===== src/rtl/vector_load_assembler.sv =====
// vector_load_assembler
//
// Loads NUM_WORDS 32-bit words from data memory, one read at a time, into a
// shadow buffer. The assembled vector is published on vec_out all at once, so
// downstream logic never sees a partially loaded vector.
//
// Optional feature: define VLOAD_TIMEOUT_EN to add a 4-bit WAIT watchdog.
// After 15 consecutive WAIT cycles without mem_rvalid, the load is abandoned
// and err is raised. Without the macro, err is tied to 0 and WAIT can last
// indefinitely.
//
// Ports
//   clk         clock; all state changes on the rising edge
//   rst         synchronous active-high reset
//   start       load request; only accepted in IDLE
//   base_addr   byte address of word 0; captured with an accepted start
//   mem_rd_en   one-cycle read request (REQ state)
//   mem_addr    read address, base + idx*ADDR_STRIDE (mod 2^32) while
//               mem_rd_en=1, otherwise 0
//   mem_rdata   read data, qualified by mem_rvalid
//   mem_rvalid  read-data strobe; only honoured in WAIT
//   busy        high in REQ, WAIT and DONE
//   done        one-cycle pulse in DONE
//   err         timeout flag (VLOAD_TIMEOUT_EN only, otherwise 0)
//   vec_out     assembled vector, word k at bits [32k+31:32k]
module vector_load_assembler #(
  parameter int NUM_WORDS   = 6,
  parameter int ADDR_STRIDE = 4
) (
  input  logic                    clk,
  input  logic                    rst,
  input  logic                    start,
  input  logic [31:0]             base_addr,
  output logic                    mem_rd_en,
  output logic [31:0]             mem_addr,
  input  logic [31:0]             mem_rdata,
  input  logic                    mem_rvalid,
  output logic                    busy,
  output logic                    done,
  output logic                    err,
  output logic [NUM_WORDS*32-1:0] vec_out
);

  localparam int DATA_W = 32;
  localparam int IDX_W  = (NUM_WORDS > 1) ? $clog2(NUM_WORDS) : 1;

  localparam logic [1:0] S_IDLE = 2'd0;
  localparam logic [1:0] S_REQ  = 2'd1;
  localparam logic [1:0] S_WAIT = 2'd2;
  localparam logic [1:0] S_DONE = 2'd3;

  localparam logic [IDX_W-1:0] LAST_IDX = IDX_W'(NUM_WORDS - 1);

  logic [1:0]                          state;
  logic [IDX_W-1:0]                    idx;
  logic [DATA_W-1:0]                   base;
  logic [NUM_WORDS-1:0][DATA_W-1:0]    shadow;
  logic [NUM_WORDS-1:0][DATA_W-1:0]    shadow_nxt;
  logic                                timeout_hit;

  // The last word is captured on the same edge that enters DONE, so vec_out
  // is loaded from the shadow buffer with the incoming word merged in.
  always_comb begin
    shadow_nxt      = shadow;
    shadow_nxt[idx] = mem_rdata;
  end

  assign mem_rd_en = (state == S_REQ);
  assign mem_addr  = (state == S_REQ) ?
                     base + 32'(idx) * 32'(ADDR_STRIDE) : '0;
  assign busy      = (state != S_IDLE);
  assign done      = (state == S_DONE);

`ifdef VLOAD_TIMEOUT_EN
  logic [3:0] wait_cnt;

  // wait_cnt is 0 in the first WAIT cycle, so a value of 14 marks the 15th
  // consecutive WAIT cycle without a response.
  assign timeout_hit = (state == S_WAIT) && !mem_rvalid && (wait_cnt == 4'd14);

  always_ff @(posedge clk) begin
    if (rst) begin
      wait_cnt <= '0;
      err      <= 1'b0;
    end else begin
      if (state != S_WAIT) begin
        wait_cnt <= '0;
      end else if (!mem_rvalid) begin
        wait_cnt <= wait_cnt + 4'd1;
      end
      if (state == S_IDLE && start) begin
        err <= 1'b0;
      end else if (timeout_hit) begin
        err <= 1'b1;
      end
    end
  end
`else
  assign timeout_hit = 1'b0;
  assign err         = 1'b0;
`endif

  always_ff @(posedge clk) begin
    if (rst) begin
      state   <= S_IDLE;
      idx     <= '0;
      base    <= '0;
      shadow  <= '0;
      vec_out <= '0;
    end else begin
      case (state)
        S_IDLE: begin
          if (start) begin
            base  <= base_addr;
            idx   <= '0;
            state <= S_REQ;
          end
        end
        S_REQ: begin
          state <= S_WAIT;
        end
        S_WAIT: begin
          if (mem_rvalid) begin
            shadow <= shadow_nxt;
            if (idx == LAST_IDX) begin
              vec_out <= shadow_nxt;
              state   <= S_DONE;
            end else begin
              idx   <= idx + IDX_W'(1);
              state <= S_REQ;
            end
          end else if (timeout_hit) begin
            // Abandoned load: vec_out keeps the previously published vector.
            state <= S_IDLE;
          end
        end
        default: begin
          state <= S_IDLE;
        end
      endcase
    end
  end

endmodule


===== config.mk =====
export PLATFORM = sky130hd
export DESIGN_NAME = vector_load_assembler
export DESIGN_NICKNAME = d
export VERILOG_FILES = /design/src/rtl/vector_load_assembler.sv
export SDC_FILE = /design/constraint.sdc
export NUM_CORES = 1
export LEC_CHECK = 0
export CAP_MARGIN = 20
export CORE_MARGIN = 2
export CORE_UTILIZATION = 45
export CTS_CLUSTER_SIZE = 10
export DETAILED_ROUTE_END_ITERATION = 7
export DONT_BUFFER_PORTS = 1
export PLACE_DENSITY = 0.6
export SLEW_MARGIN = 20
export SYNTH_ARGS = -nofsm -noshare
export SYNTH_HDL_FRONTEND = slang
export SYNTH_SLANG_ARGS = --single-unit

===== constraint.sdc =====
create_clock -name clk -period 3.4 [get_ports clk]
set_input_delay 0.51 -clock clk [delete_from_list [all_inputs] [get_ports clk]]
set_output_delay 0.51 -clock clk [all_outputs]
set_load 0.02 [all_outputs]

# Word-level counts from Yosys, hierarchy flattened
# Cells that the tools add are included.
[word_totals]
regBits = 421
word_cells = 42
input_bits = 68
[op_classes]
addsub = 2
mux = 12
n_eq_ne = 7
reduce_logical = 9
magnitude_cmp = 2
[op_table]
columns = ["cell", "count"]
rows = [
  ["192-bit bitwise mux", 1],
  ["32-bit demux with 3-bit select", 1],
  ["32-bit two-way mux", 2],
  ["32-bit by 5-bit adder with 32-bit output", 1],
  ["3-bit two-way mux", 3],
  ["2-bit two-way mux", 3],
  ["2-bit inequality test (second input constant)", 3],
  ["2-bit case mux with 3 select lines", 1],
  ["3-bit case mux with 2 select lines", 1],
  ["2-bit AND reduction", 3],
  ["2-bit == test (second input constant)", 2],
  ["3-bit by 4-bit less-than comparator with 1-bit output (second input constant)", 1],
  ["4-bit AND reduction", 1],
  ["2-bit nonzero test", 2],
  ["3-bit by 1-bit adder with 3-bit output (second input constant)", 1],
  ["3-bit == test (second input constant)", 1],
  ["3-bit by 1-bit >= comparator with 1-bit output (second input constant)", 1],
  ["3-bit AND reduction", 1],
  ["2-bit by 1-bit == test with 1-bit output (second input constant)", 1],
  ["2-bit zero test", 1],
  ["1-bit logical AND", 1],
]

# Logic depth before layout (Yosys ltp)
# Gate-level depths: netlist of run 1.
[logic_depth]
word_depth = 5
ltp_mapped = 9
mapped_depth_nobuf = 7

# Least setup slack after synthesis of run 1
# Ideal clock, no wire load.
[synth_timing]
path_kind = "reg-to-output"
from = "reg idx[0]"
to = "out mem_addr[18]"
n_path_buf = 1
required_ns = 2.890
arrival_ns = 2.304
path_stages_with_launch = 9
setup_slack_ns = 0.586
cell_sequence = "dfxtp_1 > ha_1 > inv_1 > fa_1 > nor2b_1 > o2111ai_1 > buf_2 > or3_1 > a21oi_1"
[synth_between]
elab_chain_len = 2
[synth_lines]
columns = ["element", "line_no", "text"]
rows = [
  ["from (decl)", "55", "logic [IDX_W-1:0] idx;"],
  ["from (signal assigned)", "129", "idx <= idx + IDX_W'(1);"],
  ["32-bit by 5-bit adder with 32-bit output", "70", "base + 32'(idx) * 32'(ADDR_STRIDE) : '0;"],
  ["32-bit two-way mux", "69", "assign mem_addr = (state == S_REQ) ?"],
  ["to (decl)", "35", "output logic [31:0] mem_addr,"],
]
# No other way between the ends.

# Worst setup path after layout of run 1
[layout_timing]
from = "reg idx[1]"
to = "out mem_addr[25]"
# The elaborated chain is that of the path after synthesis.

==> results by group, run 1 <==
Clock tree
  • # H-tree levels: 2
  • Clock slew at reported path FFs: 0.05 ns
  • Clock buffer depth: 3
  • CTS Sinks: 421
  • CTS tree: yes
  • Worst-Skew Late Latency: 0.59 ns
  • Num CTS Buffers: 48
  • Root buffer cell: clkbuf_16

Worst setup path
  • R2R depth: 5
  • Crit-path most repeated cell: buf_4
  • Worst Path Required: 2.89 ns
  • Critical path launch point: idx[1]
  • R2R Path End: vec_out[147]
  • Crit end category: output pin
  • CP arrival: 2.76 ns
  • Worst setup path end: mem_addr[25]
  • Crit path max fanout: 8
  • Crit start category: flop
  • R2R setup slack: 0.95 ns
  • Worst path cell trace: buf_4 -> ha_1 -> a211o_1 -> nand4_1 -> or4_1 -> a21oi_1 -> buf_4
  • Worst path max stage delay: 0.54 ns
  • Reg-to-reg startpoint: state[0]
  • CP Class: flop to output pin
  • Slowest cell on crit path: or4_1

Floorplanning
  • I/O Pins: 296
  • Std cell rows: 70
  • Die W: 197 µm
  • Die area: 38,800 µm²
  • Die Y: 197 µm
  • Core area: 36,600 µm²
  • Starting Density: 45.8%

Global routing
  • Initial antenna violation count: 0
  • Largest net degree at the start of global routing: 396
  • Vias in the first global route: 12,300
  • First-pass GRT wire length: 73.1 mm
  • Total gr overflow: 0
  • GRT Overall Usage: 24.2%

Layout
  • P&R area growth vs syn: 9.35%
  • Antenna Cells: 0
  • Commonest cells after routing, fill and taps aside: nand2_1 (587), dfxtp_1 (421), a21oi_1 (306)
  • Share of cells above drive strength 1: 6.54%
  • Final cell count without fillers: 2,426
  • Commonest non-fill, non-tap cell in the layout: nand2_1
  • Final nets: 2,025

Timing
  • Final Slew Violations: 0
  • Max Clk Rate: 306 MHz
  • Crit path time final: 3.27 ns
  • Clock Skews: 0.0151 ns
  • Relative slew slack: 34.0%
  • Measured slew at the worst slew-check pin: 0.987 ns
  • Hold Vio Cnt, Final: 0
  • Setup violations, final: 0
  • Post-route clock period utilization: 96.2%
  • Final hold slack: 0.0438 ns

Drt
  • Drt pass-1 iters: 5
  • Vias per cell: 5.54
  • Via count: 13,400
  • Post-route antenna net violation count: 0
  • Routed WL per cell: 19.6 µm
  • DRT iter0 DRCs: 829
  • # DRC: 0
  • DRT Wirelength: 47.5 mm

Place
  • I/O Buffers: 0
  • Cells after DPL: 2,360
  • GPL Wtd Cong: 0.823
  • Dpl hpwl: 30.1 mm

Yosys
  • Main flop type after synthesis: dfxtp_1
  • Post-synthesis cell count: 2,047
  • Synth Register Bits: 421
  • Mean Syn Cell Area: 8.19 µm²
  • Area of the mapped netlist: 16,800 µm²
  • Post-Syn Nets: 2,121
  • EDFF count, synth: 0
  • Post-synthesis cell type count: 47
  • Post-synth ARST share: 0%
  • Share of the yosys chip area belonging to registers: 50.3%
  • Syn. warnings: 0

Pwr
  • Pleak: 6.06 nW
  • Total power: 9.75 mW
  • Peak supply drop: 349 µV
  • Power density cells: 532 nW/µm²

Job
  • Total of max-cap violations: 0

Min path
  • Min-Delay Path Class: input pin to flop
  • Hold Crit Start: rst

Outcome
  • Status: finished, final reports clean
worst max-delay path, delay by kind of cell, from the launching register on:
kind                     cells  cell delay, ns
adder cells (fa/ha/maj)      1            0.32
buffers and inverters        2            0.35
AND/OR/NAND/NOR              2            0.79
AO/OA/AOI/OAI                2            0.40
flip-flops                   1            0.30
worst min path at each step:
| stage | slack, ns | to | cells after the start |
|---|---|---|---|
| floorplan | 0.43 | base[0] | 2 |
| global placement | 0.43 | base[1] | 2 |
| detailed placement | 0.44 | base[1] | 2 |
| CTS | 0.008 | vec_out[134] | 1 |
| global route | 0.04 | shadow[151] | 2 |
| finish | 0.04 | shadow[131] | 1 |
flip-flops by register name, indices dropped and copies added (netlist names):
name / cells
shadow: 192
idx: 3
base: 32
vec_out: 192
state: 2
timing repair:
item / 4_1_cts / 5_1_grt
resized for setup: 5 / 10
endpoints found under the setup margin: 9 / 10
hold buffers: 2 / 0
setup buffers: 4 / 2
pin swaps: 2 / 2
gates cloned: 1 / 0
hold endpoints to repair: 26 / 0
report_power, final:
| part | leakage (nW) | total (mW) | internal (mW) | switching, mW |
|---|---|---|---|---|
| Combinational | 2.03 | 0.258 | 0.0976 | 0.160 |
| Clock | 0.629 | 4.48 | 2.54 | 1.94 |
| Sequential | 3.40 | 5.02 | 4.98 | 0.0401 |
cells in the mapped netlist, drive strengths merged, types with 4 or more instances:
library cell / count / area share [%]
buf: 89 / 2.7
mux2i: 130 / 7.8
and3: 7 / 0.27
ha: 5 / 0.37
nor3b: 4 / 0.18
o31ai: 8 / 0.36
dfxtp: 421 / 50
nand3b: 4 / 0.18
o21ai: 12 / 0.36
nand3: 9 / 0.27
a211oi: 130 / 5.8
a21oi: 308 / 9.2
inv: 10 / 0.22
clkbuf: 108 / 2.4
xor2: 6 / 0.31
nand4: 5 / 0.22
or3: 12 / 0.45
or4: 8 / 0.36
and2: 9 / 0.34
nand2: 588 / 13
nor2: 142 / 3.2
through the flow:
| step | util, % | instance area [µm²] | setup TNS (ns) | worst slack (ns) |
|---|---|---|---|---|
| 5_1_grt | 50.1 | 18300 | -0.00729 | -0.00729 |
| 2_1_floorplan | - | 16800 | 0 | 0.586 |
| 3_5_place_dp | 46.1 | 16900 | 0 | 0.136 |
| 4_1_cts | 49.9 | 18300 | 0 | 0.0409 |
| 6_report | 50.1 | 18300 | 0 | 0.131 |
| 3_3_place_gp | 46.1 | 16900 | 0 | 0.244 |
cell type report:
| cell class | instances | area, µm² |
|---|---|---|
| clock buffers | 53 | 1230 |
| fillers | 3563 | 18300 |
| well taps | 468 | 586 |
| inverters | 10 | 37.5 |
| repair buffers | 50 | 430 |
| clock inverters | 4 | 50.0 |
| flip-flops and latches | 421 | 8430 |
| multi-input cells | 1420 | 7570 |
logic make-up after synthesis:
family | share of synthesized area (%)
mux | 7.76
buf+inv | 5.37
flops | 50.3
fa+ha+maj | 0.493
simple gates | 19.3
other cells | 0.0224
xor+xnor | 0.418
compound gates | 16.4
metal layers:
layer / share of wire [%] / GRT usage, % / wire, µm
met5: 0 / 0 / 0
met4: 3.1 / 9.02 / 1450
met3: 8.8 / 7.46 / 4210
met2: 45 / 37.8 / 21500
met1: 43 / 31.5 / 20400
Power figures use the tool's default switching activity.
==> run 2: changes to the inputs <==
--- a/config.mk
+++ b/config.mk
@@ -7,11 +7,11 @@
 export LEC_CHECK = 0
 export CAP_MARGIN = 20
 export CORE_MARGIN = 2
-export CORE_UTILIZATION = 45
+export CORE_UTILIZATION = 63
 export CTS_CLUSTER_SIZE = 10
 export DETAILED_ROUTE_END_ITERATION = 7
 export DONT_BUFFER_PORTS = 1
-export PLACE_DENSITY = 0.6
+export PLACE_DENSITY = 0.79
 export SLEW_MARGIN = 20
 export SYNTH_ARGS = -nofsm -noshare
 export SYNTH_HDL_FRONTEND = slang
==> run 2 against run 1 <==
Global-route usage grew 6.5 points. Count of clock-buffer cells in the layout is 5 lower. Flip-flop and latch count is the same. Via count increased by 2.1%. Clock skew down 0.0018 ns. Die area shrank 28%. Critical path depth rose by 2. Utilization rose by 19 points. Setup slack worse by 0.018 ns. Final cell count down 5.6%. Wire length shrank 5.4%.
==> results by group, run 2 (synthesized netlist as in run 1, its figures left out) <==
Global routing
  • Largest net degree at the start of global routing: 421
  • Total gr overflow: 0
  • Initial antenna violation count: 0
  • First-pass GRT wire length: 69.2 mm
  • Vias in the first global route: 12,800
  • GRT Overall Usage: 30.7%

Worst setup path
  • Largest delay share family, worst path: adder cells
  • CP Class: flop to output pin
  • Worst path bufs/invs: 3
  • Worst path cell trace: ha_2 -> inv_1 -> fa_2 -> nor2b_4 -> o2111ai_4 -> buf_6 -> or3_1 -> a21oi_1 -> buf_4
  • Crit path max fanout: 8
  • Worst Path Required: 2.89 ns
  • Slowest cell on crit path: fa_2
  • CP arrival: 2.78 ns
  • Crit end category: output pin
  • Crit start category: flop
  • Worst path max stage delay: 0.36 ns
  • R2R setup slack: 0.96 ns

Clock tree
  • Hold buffer count at cts: 0
  • # H-tree levels: 2
  • CTS tree: yes
  • CTS Sinks: 421
  • Num CTS Buffers: 48
  • Worst-Skew Late Latency: 0.55 ns
  • Clock buffer depth: 3
  • Root buffer cell: clkbuf_16
  • Clock slew at reported path FFs: 0.06 ns

Timing
  • Measured slew at the worst slew-check pin: 0.845 ns
  • Hold Vio Cnt, Final: 0
  • Crit path time final: 3.29 ns
  • Relative slew slack: 43.7%
  • Clock Skews: 0.0133 ns
  • Setup violations, final: 0
  • Final Slew Violations: 0
  • Worst setup margin: 0.113 ns
  • Post-route clock period utilization: 96.7%
  • Max Clk Rate: 304 MHz

Pwr
  • Total power: 9.64 mW
  • Clk pwr share: 45.3%
  • Logic pwr share: 2.6%
  • Peak supply drop: 648 µV
  • Power density cells: 532 nW/µm²
  • Pleak: 6.05 nW
  • Sw frac: 21.4%
  • P_sw: 2.07 mW
  • Cell Int Power: 7.57 mW
  • Seq pwr share: 52.1%

Drt
  • Vias per cell: 6.00
  • DRT Wirelength: 45.0 mm
  • DRT iter0 DRCs: 1,152
  • Drt pass-1 iters: 7
  • Met2 WL: 20.8 mm
  • Routed WL per cell: 19.6 µm
  • Max Used Layer: met4
  • Post-route antenna net violation count: 0
  • Via count: 13,700
  • # DRC: 0
  • WL met3: 4.39 mm
  • DRT met1 WL: 18.2 mm

Min path
  • Min-Delay Path Class: input pin to flop

Floorplanning
  • Die W: 167 µm
  • Std cell rows: 59
  • Die area: 27,900 µm²
  • I/O Pins: 296
  • Core area: 26,100 µm²
  • Starting Density: 64.3%
  • Die Y: 167 µm

Layout
  • Design area: 18,100 µm²
  • Share of cells above drive strength 1: 6.29%
  • Sequential cell area: 8430 µm²
  • Antenna Cells: 0
  • Commonest non-fill, non-tap cell in the layout: nand2_1
  • Biggest regs: shadow x192, vec_out x192, base x32
  • Fill cell count: 2,067
  • Footprint of the multi-input gates: 7520 µm²
  • Final nets: 2,025
  • Commonest cells after routing, fill and taps aside: nand2_1 (587), dfxtp_1 (421), a21oi_1 (307)
  • P&R area growth vs syn: 8.05%

Outcome
  • Status: finished, final reports clean

Place
  • Placed cell areas: 16,700 µm²
  • GPL Wtd Cong: 0.847
  • I/O Buffers: 0
  • Pre-CTS WS: 0.184 ns
  • Dpl hpwl: 27.8 mm

Job
  • Total of max-cap violations: 0
## run 2: changes by cell type in the layout (fill, tap and decap cells not counted), moves of 2 or more
cell | before | now
clkbuf_1 | 4 | 0
o31ai_1 | 6 | 8
or4_4 | 2 | 0
o31ai_2 | 2 | 0
or4_1 | 6 | 8
dlygate4sd3_1 | 2 | 0
## run 2: layout make-up
class	count	area share [%]
clock buffer	48	6.63
clock inverter	5	0.325
inverter	10	0.207
multi-input combinational	1420	41.5
sequential	421	46.5
tap	335	2.31
timing repair buffer	50	2.48
## run 2: what timing repair did
item                                   CTS  global route
resized for setup                        5             6
buffers inserted                         0            10
setup endpoints to repair                9            12
endpoints found under the hold margin    0             0
pin swaps                                0             3
gates cloned                             0             1
## run 2: per-layer routing
metal  track usage, %  vias to the layer above
met5                0                        -
met4             11.5                        0
met3             9.17                      106
met2             49.5                      567
met1             39.2                     6404
li1                 -                     6655
## run 2: final timing paths
kind,startpoint,depth (start not counted),endpoint
hold reg to reg,shadow[37],2,vec_out[37]
setup reg to reg,state[1],5,vec_out[179]
hold / removal,rst,1,base[27]
setup / recovery,idx[0],9,mem_addr[18]
## run 2: power by group through the flow
stage | logic, mW | clock network (mW) | registers, mW
3_5_place_dp | 0.241 | 0 | 5.12
6_report | 0.250 | 4.37 | 5.02
5_1_grt | 0.275 | 4.59 | 5.02
4_1_cts | 0.244 | 4.43 | 5.02
2_1_floorplan | 0.304 | 0 | 5.11
3_3_place_gp | 0.235 | 0 | 5.12
## run 2: stage by stage
stage	setup TNS (ns)	hold WS, ns	instances	utilization (%)
after detailed placement	0	0.444	2224	64.1
after floorplan	0	0.432	2047	-
after global placement	0	0.435	2224	64.1
after CTS	0	0.0288	2277	69.1
after global routing	-0.00395	0.0151	2289	69.5
final	0	0.0286	2289	69.5
==> patch 1: new RTL, flow settings as in run 1 <==
Register the inputs `base_addr` and `mem_rdata` before use. The logic sees them one clock later. The other inputs are not delayed to match.
--- a/src/rtl/vector_load_assembler.sv
+++ b/src/rtl/vector_load_assembler.sv
@@ -52,4 +52,12 @@
   localparam logic [IDX_W-1:0] LAST_IDX = IDX_W'(NUM_WORDS - 1);
 
+  logic [31:0] base_addr_q;
+  logic [31:0] mem_rdata_q;
+
+  always_ff @(posedge clk) begin
+    base_addr_q <= base_addr;
+    mem_rdata_q <= mem_rdata;
+  end
+
   logic [1:0]                          state;
   logic [IDX_W-1:0]                    idx;
@@ -63,5 +71,5 @@
   always_comb begin
     shadow_nxt      = shadow;
-    shadow_nxt[idx] = mem_rdata;
+    shadow_nxt[idx] = mem_rdata_q;
   end
 
@@ -112,5 +120,5 @@
         S_IDLE: begin
           if (start) begin
-            base  <= base_addr;
+            base  <= base_addr_q;
             idx   <= '0;
             state <= S_REQ;
Behaviour: not the same (a bounded check fails within 4 cycles, from zero or initial values and one cycle with rst high).
==> patch 1 against run 1 <==
Area after synthesis up 11%; power grew 18%; synthesized cell count rose by 3.7%; sequential share of layout area about the same; combinational power rose by 73%; setup slack lost 0.054 ns; worst hold slack improved by 0.069 ns; sequential cell count is 64 higher; routed wire length grew 4.9%; cell area up 15%; highest routed layer unchanged.
==> patch 1: results (changes against run 1) <==
Power Internal=0.009000 W (was 0.007611 W); Non-Filler Instances=2623 (was 2426); first-pass GRT wire length=78560 um (was 73110 um); status=finished clean (unchanged); pin count of the biggest net entering global routing=407 (was 396); slew margin rel.=2.387% (was 33.96%); gpl congestion=0.8442 (was 0.8231); maximum VDD drop=0.4036 mV (was 0.3491 mV); share of layout cells above drive strength 1=6.938% (was 6.537%); initial antenna violation count=1 (was 0); routed via count=14380 (was 13445); Synth Area in Compound Gates=15.35% (was 16.38%); Synth Area in XOR/XNOR=0.3752% (was 0.4180%); Initial DRC Count=1019 (was 829); Top Registers=shadow x192, vec_out x192 (was shadow x192, vec_out x192, base x32); clk_skew=0.01077 ns (was 0.01513 ns); Final #Nets=2154 (was 2025); placed insts=2483 (was 2360); CTS Buf Count=55 (was 48); crit-path max FO=3 (was 8); crit path DAT=2.81 ns (was 2.76 ns); leakage=7.187 nW (was 6.055 nW); mux contribution to synthesized area=10.56% (was 7.764%); sequential share of the synthesized area=51.99% (was 50.28%); Final HPWL DP=31340 um (was 30050 um); post-synthesis cell type count=51 (was 47); worst r2r path cells=5 (unchanged); WL/cell=19.02 um (was 19.60 um); post-synthesis cell count=2123 (was 2047); Commonest cells post-synth=dfxtp_1, nand2_1, a21oi_1 (was nand2_1, dfxtp_1, a21oi_1); Synth area leaders=dfxtp_1, mux2i_1, nand2_1, a211oi_1, a21oi_1 (was dfxtp_1, nand2_1, a21oi_1, mux2i_1, a211oi_1); gr usage total=22.52% (was 24.21%); adder-cell share of the synthesized area=0.4422% (was 0.4927%)
[patch 1: changes by cell type after synthesis, sizes merged, moves of 5 or more]
cell	run 1	this run
a211oi	130	193
o21ai	12	7
or4	8	14
mux2i	130	197
clkbuf	108	143
buf	89	66
or3	12	6
dfxtp	421	485
nand2	588	467
a21oi	308	242
nor2	142	203
[patch 1: cell type report]
class / count / area [um2]
Inverter: 9 / 33.78
Antenna cell: 1 / 2.502
Timing Repair Buffer: 109 / 1051
Clock inverter: 2 / 35.03
Tap cell: 532 / 665.6
Sequential cell: 485 / 9712
Clock buffer: 65 / 1456
Multi-Input combinational cell: 1420 / 8183
Fill cell: 3729 / 19790
[patch 1: path summary, 6_finish.rpt]
| check | endpoint | from | slack [ns] |
|---|---|---|---|
| min | base[6]$_SDFFE_PP0P_ | rst | 0.11 |
| min reg2reg | base[2]$_SDFFE_PP0P_ | base_addr_q[2]$_DFF_P_ | 0.43 |
| max | mem_addr[20] | base[2]$_SDFFE_PP0P_ | 0.08 |
| max reg2reg | vec_out[136]$_SDFFE_PP0P_ | state[1]$_SDFFE_PP0P_ | 0.95 |
[patch 1: repair_timing]
action                                  4_1_cts  5_1_grt
gates resized for setup                      19        9
setup buffers                                 5        2
hold buffers                                 65        0
pin swaps                                     4        2
endpoints found under the setup margin       18       14
endpoints found under the hold margin        79        0
[patch 1: logic make-up after synthesis]
group / count (synthesis)
AOI/OAI and AO/OA: 463
xor gates and xnor gates: 8
adders and majority gates: 6
buffers and inverters: 218
DFF: 485
muxes: 197
other: 1
and+or+nand+nor: 745
[patch 1: through the flow]
stage	setup WS [ns]	util, %	setup TNS (ns)	instance area, um2
final	0.07619	51.65	0	21140
after global routing	-0.01278	51.65	-0.01278	21140
after CTS	0.02041	51.51	0	21080
after detailed placement	0.2836	46.02	0	18830
after global placement	0.3204	46.02	0	18830
after floorplan	0.3590	-	0	18680
[patch 1: power groups by stage]
stage                     clock, W  sequential, W  combinational, W
final                      0.00518        0.00592          0.000447
after global routing       0.00552        0.00593          0.000486
after CTS                  0.00531        0.00592          0.000444
after detailed placement         0        0.00604          0.000373
after global placement           0        0.00603          0.000368
after floorplan                  0        0.00593          0.000410
[patch 1: worst max-delay path, stage by stage, from the launching register on]
cell	delay (ns)
dfxtp_2	0.35
ha_4	0.14
inv_1	0.05
fa_2	0.36
nor2b_4	0.16
o2111ai_4	0.17
buf_4	0.19
or4_4	0.51
a21oi_2	0.14
buf_4	0.15
[patch 1: routing by layer]
layer	vias to the layer above	share of wire, %	wire length, um	track usage, %
met5	-	0	0	0
met4	0	3.2	1600	8.584
met3	89	6.8	3391	5.280
met2	378	42	20770	32.49
met1	6778	48	24130	32.55
li1	7135	-	-	-
==> patch 2: new RTL, settings of run 1 <==
Made on the original files. Set the parameter `NUM_WORDS` to 12 (it was 6).
--- a/src/rtl/vector_load_assembler.sv
+++ b/src/rtl/vector_load_assembler.sv
@@ -25,5 +25,5 @@
 //   vec_out     assembled vector, word k at bits [32k+31:32k]
 module vector_load_assembler #(
-  parameter int NUM_WORDS   = 6,
+  parameter int NUM_WORDS   = 12,
   parameter int ADDR_STRIDE = 4
 ) (
Ports: changed (resized vec_out); port bits go from 296 to 488. The function was not compared with the original's and may differ.
==> patch 2 against run 1 <==
The flow now finishes with violations (setup timing); core utilization increased by 2.0 points; routed wire length grew 120%; count of clock-buffer cells in the layout rose by 45; maximum frequency shrank 4.4%; setup slack worse by 0.15 ns; power is 86% higher; area after synthesis increased by 71%; sequential cell count grew 353; clock skew is 0.011 ns higher; cell area increased by 79%; sequential share of layout area up 1.3 points; clock power rose by 86%; sequential power increased by 82%; critical endpoint is now mem_addr[22]; largest power group unchanged.
==> patch 2: results (changes against run 1) <==
status=complete, but fails checks (was finished clean); failing checks=setup timing; area of the multi-input gates=11980 um2 (was 7567 um2); Synth Area in XOR/XNOR=0.09177% (was 0.4180%); grt met2 use=50.85% (was 37.78%); sequential share of the synthesized area=54.12% (was 50.28%); WL/cell=24.17 um (was 19.60 um); # fillers=5926 (was 3563); Clock Latency Late Sink=0.65 ns (was 0.59 ns); NetSw=0.004191 W (was 0.002144 W); maximum VDD drop=0.3245 mV (was 0.3491 mV); CTS Buf Count=88 (was 48); crit-path max FO=7 (was 8); hold path cells=2 (was 1); vias in the first global route=22632 (was 12341); setup TNS=-0.02098 ns (was 0 ns); Pre-antenna DRT Iters=6 (was 5); Avg Cell Area, Syn=7.927 um2 (was 8.188 um2); Final HPWL DP=56150 um (was 30050 um); Placed Area=28970 um2 (was 16890 um2); Commonest cells post-synth=nand2_1, dfxtp_1, a21oi_1 (unchanged); HP Start=mem_rdata[18] (was rst); CP peak stage delay=0.41 ns (was 0.54 ns); Synth area leaders=dfxtp_1, nand2_1, a21oi_1, clkbuf_1, mux2i_1 (was dfxtp_1, nand2_1, a21oi_1, mux2i_1, a211oi_1); M1 wire length=42680 um (was 20370 um); share of layout cells above drive strength 1=5.910% (was 6.537%); crit path DAT=2.91 ns (was 2.76 ns); Via density=5.651 (was 5.542); Final #Nets=3631 (was 2025); placed insts=4199 (was 2360); Non-Filler Instances=4418 (was 2426); Reg-to-Reg Start=idx[0]$_SDFFE_PP0P_ (was state[0]$_SDFFE_PP0P_); DR WL met2=50150 um (was 21510 um); met3 wire len=8923 um (was 4206 um); Initial DRC Count=2857 (was 829); met1 GRT Util=38.23% (was 31.54%); Crit-path slowest cell=a2111oi_4 (was or4_1); adder-cell share of the synthesized area=0.4195% (was 0.4927%); mux contribution to synthesized area=3.461% (was 7.764%); pin count of the biggest net entering global routing=752 (was 396); pre-CTS WS=0.1255 ns (was 0.1355 ns); final hold slack=0.01699 ns (was 0.04380 ns); clk_skew=0.02619 ns (was 0.01513 ns); post-synthesis cell type count=59 (was 47); number of H-tree levels=3 (was 2); worst setup margin=-0.02098 ns (was 0.1306 ns); initial antenna violation count=4 (was 0); register share of total power=50.4% (was 51.4%); Final Setup Violations=1 (was 0); FF-to-FF End=vec_out[377]$_SDFFE_PP0P_ (was vec_out[147]$_SDFFE_PP0P_); Clk power=0.00833 W (was 0.00448 W); Worst R2R Setup Slack=0.71 ns (was 0.95 ns); gr usage total=31.10% (was 24.21%); WHS Endpoint=shadow[50]$_SDFFE_PP0P_ (was shadow[131]$_SDFFE_PP0P_); GR Layer Usage met3=8.373% (was 7.461%); gpl congestion=0.9338 (was 0.8231); Top Registers=vec_out x384, shadow x352, base x32 (was shadow x192, vec_out x192, base x32); first-pass GRT wire length=153200 um (was 73110 um); worst r2r path cells=7 (was 5); leakage=11.05 nW (was 6.055 nW)
-- patch 2: changes by cell type after synthesis, sizes merged, moves of 6 or more --
cell / before / now
nand2: 588 / 1358
a21oi: 308 / 693
dfxtp: 421 / 774
clkbuf: 108 / 267
buf: 89 / 51
a211oi: 130 / 97
mux2i: 130 / 99
nor2: 142 / 115
nand2b: 1 / 9
o41ai: 0 / 8
or3: 12 / 4
nand3: 9 / 16
o21ai: 12 / 6
-- patch 2: worst max-delay path, delay by kind of cell, from the launching register on --
| family | cells | cell delay (ns) |
|---|---|---|
| adders and majority gates | 2 | 0.54 |
| buffers and inverters | 3 | 0.41 |
| AOI/OAI and AO/OA | 1 | 0.41 |
| DFF | 1 | 0.39 |
| and+or+nand+nor | 2 | 0.29 |
| muxes | 1 | 0.25 |
-- patch 2: timing repair --
action / 4_1_cts / 5_1_grt
gates resized for setup: 18 / 8
pin swaps: 0 / 3
setup endpoints to repair: 11 / 8
setup buffers: 0 / 2
hold buffers: 101 / 5
hold endpoints to repair: 291 / 24
-- patch 2: worst max path at each step --
stage	end	startpoint	depth (start not counted)	slack [ns]
final	mem_addr[22]	idx[0]$_SDFFE_PP0P_	9	-0.02
after global routing	mem_addr[22]	idx[0]$_SDFFE_PP0P_	9	-0.10
after CTS	mem_addr[22]	idx[0]$_SDFFE_PP0P_	9	-0.0007
after detailed placement	mem_addr[22]	idx[0]$_SDFFE_PP0P_	9	0.13
after global placement	mem_addr[22]	idx[0]$_SDFFE_PP0P_	9	0.05
after floorplan	mem_addr[28]	idx[0]$_SDFFE_PP0P_	6	0.51
-- patch 2: final cells by class --
cell class,count,share of cell area [%]
inverter,9,0.1069
antenna,2,0.01528
multi-input combinational,2511,36.56
sequential,774,47.31
clock buffer,98,6.928
tap,846,3.231
timing repair buffer,170,5.446
clock inverter,8,0.4048
